`src/rtl/clksel_req_ctrl.sv`:
```
// -----------------------------------------------------------------------------
// clksel_req_ctrl
//   Requesting side of the glitch-free CPU clock switcher. Decides when the CPU
//   runs from the divided high-speed clock and when it falls back to the
//   low-speed host clock. Drives the switcher's select and divider inputs and
//   treats the switcher's selected-status outputs as an acknowledge handshake.
//   Host-bus accesses are stalled until the slow clock is confirmed.
//
// Ports
//   clk            fast reference clock, all logic on posedge
//   rst            synchronous active-high reset
//   turbo_en       software enable for high-speed operation
//   host_req       current/next access targets the host bus
//   div_sel_cfg    requested high-speed divider (0=/1, 1=/2, 2=/4, 3=/8)
//   hs_ack_async   switcher hsclk_selected status (asynchronous)
//   ls_ack_async   switcher lsclk_selected status (asynchronous)
//   err_clr        clears timeout_err
//   hsclk_sel      select request to the switcher
//   cpuclk_div_sel divider select to the switcher
//   host_ready     low-speed clock confirmed, host access may proceed
//   switch_busy    a clock switch is in progress
//   timeout_err    sticky acknowledge-timeout flag
// -----------------------------------------------------------------------------
module clksel_req_ctrl #(
  parameter int SYNC_STAGES = 2,
  parameter int HOLD_CYCLES = 8,
  parameter int TIMEOUT     = 255,
  parameter int CNT_W       = 8
) (
  input  logic       clk,
  input  logic       rst,
  input  logic       turbo_en,
  input  logic       host_req,
  input  logic [1:0] div_sel_cfg,
  input  logic       hs_ack_async,
  input  logic       ls_ack_async,
  input  logic       err_clr,
  output logic       hsclk_sel,
  output logic [1:0] cpuclk_div_sel,
  output logic       host_ready,
  output logic       switch_busy,
  output logic       timeout_err
);

  typedef enum logic [1:0] {
    LS_RUN = 2'd0,
    TO_HS  = 2'd1,
    HS_RUN = 2'd2,
    TO_LS  = 2'd3
  } state_t;

  localparam logic [CNT_W-1:0] CNT_ZERO  = {CNT_W{1'b0}};
  localparam logic [CNT_W-1:0] CNT_ONE   = {{(CNT_W-1){1'b0}}, 1'b1};
  localparam logic [CNT_W-1:0] TIMEOUT_C = CNT_W'(TIMEOUT);
  localparam logic [CNT_W-1:0] HOLD_C    = CNT_W'(HOLD_CYCLES);

  logic [SYNC_STAGES-1:0] hs_sync_r;
  logic [SYNC_STAGES-1:0] ls_sync_r;
  logic                   hs_ack_s;
  logic                   ls_ack_s;

  state_t                 state_r;
  state_t                 state_nx_s;
  logic [CNT_W-1:0]       cnt_r;
  logic [CNT_W-1:0]       cnt_nx_s;
  logic                   hsclk_sel_r;
  logic                   sel_nx_s;
  logic [1:0]             div_r;
  logic [1:0]             div_nx_s;
  logic                   host_ready_r;
  logic                   switch_busy_r;
  logic                   timeout_err_r;
  logic                   err_nx_s;
  logic                   err_set_s;

  // Acknowledge synchronisers: shift each async status into the clk domain
  always_ff @(posedge clk) begin
    if (rst) begin
      hs_sync_r <= {SYNC_STAGES{1'b0}};
      ls_sync_r <= {SYNC_STAGES{1'b0}};
    end else begin
      hs_sync_r <= {hs_sync_r[SYNC_STAGES-2:0], hs_ack_async};
      ls_sync_r <= {ls_sync_r[SYNC_STAGES-2:0], ls_ack_async};
    end
  end

  assign hs_ack_s = hs_sync_r[SYNC_STAGES-1];
  assign ls_ack_s = ls_sync_r[SYNC_STAGES-1];

  // Next-state, counter and output-request decode
  always_comb begin
    state_nx_s = state_r;
    cnt_nx_s   = cnt_r;
    sel_nx_s   = hsclk_sel_r;
    div_nx_s   = div_r;
    err_set_s  = 1'b0;
    case (state_r)
      LS_RUN: begin
        // The counter holds the remaining low-speed dwell after a return
        if (cnt_r == CNT_ZERO) begin
          if (turbo_en && !host_req) begin
            sel_nx_s   = 1'b1;
            div_nx_s   = div_sel_cfg;
            cnt_nx_s   = CNT_ZERO;
            state_nx_s = TO_HS;
          end else begin
            cnt_nx_s = CNT_ZERO;
          end
        end else begin
          cnt_nx_s = cnt_r - CNT_ONE;
        end
      end
      TO_HS: begin
        // A host_req or turbo drop does not abort; HS_RUN handles the exit
        if (hs_ack_s && !ls_ack_s) begin
          cnt_nx_s   = CNT_ZERO;
          state_nx_s = HS_RUN;
        end else if (cnt_r == TIMEOUT_C) begin
          err_set_s  = 1'b1;
          sel_nx_s   = 1'b0;
          cnt_nx_s   = CNT_ZERO;
          state_nx_s = TO_LS;
        end else begin
          cnt_nx_s = cnt_r + CNT_ONE;
        end
      end
      HS_RUN: begin
        if (host_req || !turbo_en) begin
          sel_nx_s   = 1'b0;
          cnt_nx_s   = CNT_ZERO;
          state_nx_s = TO_LS;
        end else begin
          cnt_nx_s = CNT_ZERO;
        end
      end
      TO_LS: begin
        // Only the slow-clock acknowledge (or reset) leaves this state
        if (ls_ack_s && !hs_ack_s) begin
          cnt_nx_s   = HOLD_C;
          state_nx_s = LS_RUN;
        end else if (cnt_r == TIMEOUT_C) begin
          err_set_s = 1'b1;
        end else begin
          cnt_nx_s = cnt_r + CNT_ONE;
        end
      end
      default: begin
        sel_nx_s   = 1'b0;
        cnt_nx_s   = CNT_ZERO;
        state_nx_s = LS_RUN;
      end
    endcase

    // A new timeout wins over a simultaneous clear
    if (err_set_s) begin
      err_nx_s = 1'b1;
    end else if (err_clr) begin
      err_nx_s = 1'b0;
    end else begin
      err_nx_s = timeout_err_r;
    end
  end

  // State, counter and registered outputs
  always_ff @(posedge clk) begin
    if (rst) begin
      state_r       <= LS_RUN;
      cnt_r         <= CNT_ZERO;
      hsclk_sel_r   <= 1'b0;
      div_r         <= 2'd0;
      host_ready_r  <= 1'b1;
      switch_busy_r <= 1'b0;
      timeout_err_r <= 1'b0;
    end else begin
      state_r       <= state_nx_s;
      cnt_r         <= cnt_nx_s;
      hsclk_sel_r   <= sel_nx_s;
      div_r         <= div_nx_s;
      host_ready_r  <= (state_nx_s == LS_RUN);
      switch_busy_r <= (state_nx_s == TO_HS) || (state_nx_s == TO_LS);
      timeout_err_r <= err_nx_s;
    end
  end

  assign hsclk_sel      = hsclk_sel_r;
  assign cpuclk_div_sel = div_r;
  assign host_ready     = host_ready_r;
  assign switch_busy    = switch_busy_r;
  assign timeout_err    = timeout_err_r;

endmodule

```
`config.mk`:
```
export PLATFORM = sky130hd
export DESIGN_NAME = clksel_req_ctrl
export DESIGN_NICKNAME = d
export VERILOG_FILES = /design/src/rtl/clksel_req_ctrl.sv
export SDC_FILE = /design/constraint.sdc
export NUM_CORES = 1
export LEC_CHECK = 0
export CAP_MARGIN = 15
export CELL_PAD_IN_SITES_DETAIL_PLACEMENT = 1
export CELL_PAD_IN_SITES_GLOBAL_PLACEMENT = 2
export CORE_ASPECT_RATIO = 1.25
export CORE_MARGIN = 1.5
export CORE_UTILIZATION = 32
export CTS_CLUSTER_DIAMETER = 60
export DETAILED_ROUTE_END_ITERATION = 12
export PLACE_DENSITY_LB_ADDON = 0.08
export REMOVE_ABC_BUFFERS = 1
export SLEW_MARGIN = 20
export SYNTH_ARGS = -nofsm -noshare
export SYNTH_HDL_FRONTEND = slang
export SYNTH_SLANG_ARGS = --single-unit
```
`constraint.sdc`:
```
create_clock -name clk -period 2.9 [get_ports clk]
set_clock_uncertainty 0.15 [all_clocks]
set_input_delay 0.87 -clock clk [delete_from_list [all_inputs] [get_ports clk]]
set_output_delay 0.87 -clock clk [all_outputs]
set_load 0.02 [all_outputs]
```
==> qor.txt <==
Detailed Place HPWL - 2670 um
top cells by count, synth - dfxtp_1, nor2_1, nand2_1
post-place instance area - 1460 sq um
combinational power share - 0.540
largest net degree at the start of global routing - 18
H-tree depth - 1
drt via density - 5.09
Die Width - 59.2 um
mapped cell area - 1260 sq um
Rel. slew slack - 0.682
Max Fclk - 0.424 GHz
IO Port Bufs - 14
Synth cell types - 44
cell row count - 25
Synth async-reset ratio - 0
EDFF count, synth - 0
DR pass1 iterations - 6
Lkg Pwr - 0.575 nW
WS Path Type - primary input to flop
Crit-path slowest cell - clkdlybuf4s50_1
diode count - 0
clk_lat worst skew - 0.26 ns
worst-path cell chain - clkdlybuf4s50_1 > nor2b_1 > nand4_2 > a221oi_2 > nor2_1 > a211oi_1
post-CTS resize count - 0
worst hold path class - flop to flop
Initial DRC Count - 27
area of the multi-input gates - 807 sq um
# Post-CTS Setup Buffers - 0
Period minus WS final - 2.36 ns
Seq/Total Area, Yosys - 0.302
Remaining DRCs - 0
top-count cell post-synth - dfxtp_1
share of power burned in registers - 0.314
mean post-synth cell area - 8.08 sq um
WP data arrival - 2.38 ns
Cells after Synth - 156
post-synthesis register bit count - 19
Yosys warnings - 0
Initial Utilization - 0.333
clock sinks - 19
Filler Cells Inserted - 472
routability cong. - 0.867
CTS Hold Bufs - 0
FF+latch area - 380 sq um
Main synth FF type - dfxtp_1
Power Internal - 0.733 mW
Clock Power Share - 0.147
share of the synthesized area in the top cell type - 0.302
global-route wire length before repair - 6040 um
final WL - 3440 um
Final Power - 1.31 mW
Antenna Nets Post-Route - 0
drt wl/cell - 15.4 um
Switch Pwr - 0.576 mW
core area - 3780 sq um
Yosys top cell by area - dfxtp_1
setup TNS - 0 ns
status - finished, final reports clean
Critical Path Max Stage Delay - 0.45 ns
Ports - 15
Max VDD drop - 0.367 mV
CTS tree - built
worst-path fanout max - 4
Remaining Overflow, GRT - 0
Tot GR Track Use - 0.182
WP data required - 2.93 ns
Vias - 1,135
pwr/cell area - 872 nW/um^2
CP bufs+invs - 1
period utilization - 0.813
clk buf depth - 2
layout cells sized above 1 - 0.112
main area contributors after synthesis - dfxtp_1, ha_1, nor2_1, nand2_1, nand3_1
Sw Ratio - 0.440
die outline area - 4330 sq um
RSZ-0062 raised after global routing - false
CTS clk-pin slew, worst paths - 0.08 ns
number of global-route vias before repair - 1,259
initial antenna violation count - 0
Finished Cell Area - 1500 sq um
Slew Limit Fails - 0
CP Launch Type - primary input
Clk Tree Root Cell - clkbuf_8
Net count, final - 186
Area Growth Syn to Fin - 19.0%
setup slack, reg-to-reg - 0.78 ns
CTS buffer count - 3
Worst path top cell family by delay - simple AND/OR/NAND/NOR gates
Final Hold Violating Endpoints - 0
worst-margin pin slew - 0.476 ns
Die H - 73.2 um
crit path capture type - flop
final setup violation count - 0
Max-cap violations - 0
==> cell type report <==
cell class,count,share of cell area
Clock buffer,3,0.0275
Timing Repair Buffer,18,0.113
Tap cell,54,0.0450
Multi-Input combinational cell,120,0.538
Clock inverter,1,0.00333
Inverter,8,0.0200
Sequential cell,19,0.253
==> state kept, by name (all words and copies together) (netlist names) <==
register        cells
cnt_r               8
host_ready          1
hsclk_sel           1
hs_sync_r           2
ls_sync_r           2
cpuclk_div_sel      2
timeout_err         1
state_r             2
==> layer usage <==
layer	GRT usage	vias up	part of all wire
li1	-	584	-
met1	0.232	532	0.47
met2	0.314	15	0.50
met3	0.0213	4	0.012
met4	0.0581	0	0.010
met5	0	-	0
==> cells in the final DEF (no fill, tap or decap), types with 3 or more instances in the layout <==
cell and count:
dfxtp_1 19, clkdlybuf4s50_1 14, a21oi_1 8, buf_4 4, nand4_1 3, inv_1 8, nand2_1 13, ha_1 7
a211oi_1 3, nor3_1 6, xnor2_1 4, xor2_1 3, o21ai_0 8, nand3_1 9, clkbuf_8 3, nor2_1 15
nor2b_1 7
==> kinds of logic (layout without fill, tap and decap cells) <==
kind of cell | after synthesis | count (layout) | synth area share
muxes | 3 | 3 | 0.0248
xor gates and xnor gates | 7 | 7 | 0.0486
buffers and inverters | 17 | 30 | 0.0585
adders and majority gates | 7 | 7 | 0.0694
AOI/OAI and AO/OA | 39 | 39 | 0.225
and+or+nand+nor | 64 | 64 | 0.272
DFF | 19 | 19 | 0.302
==> metrics by stage <==
stage	worst slack [ns]	util	instances	hold WS [ns]
after detailed placement	0.236	0.384	219	0.277
after global routing	0.407	0.397	223	0.312
after CTS	0.516	0.397	223	0.297
after global placement	0.284	0.384	219	0.271
after floorplan	0.869	-	147	0.264
final	0.544	0.397	223	0.288
==> power groups by stage <==
stage | clock network (mW) | logic (mW) | registers (mW)
floorplan | 0 | 0.459 | 0.435
detailed placement | 0 | 0.709 | 0.415
global placement | 0 | 0.701 | 0.413
CTS | 0.200 | 0.714 | 0.409
finish | 0.192 | 0.706 | 0.410
global route | 0.210 | 0.790 | 0.424
==> path summary, 6_finish.rpt <==
path	start	endpoint	cells after the start
max	turbo_en	hsclk_sel$_SDFFE_PP0P_	6
min	hs_sync_r[0]$_SDFF_PP0_	hs_sync_r[1]$_SDFF_PP0_	1
max reg2reg	cnt_r[1]$_SDFFE_PP0P_	cpuclk_div_sel[1]$_SDFFE_PP0P_	7
min reg2reg	hs_sync_r[0]$_SDFF_PP0_	hs_sync_r[1]$_SDFF_PP0_	1
Power figures use the tool's default switching activity.
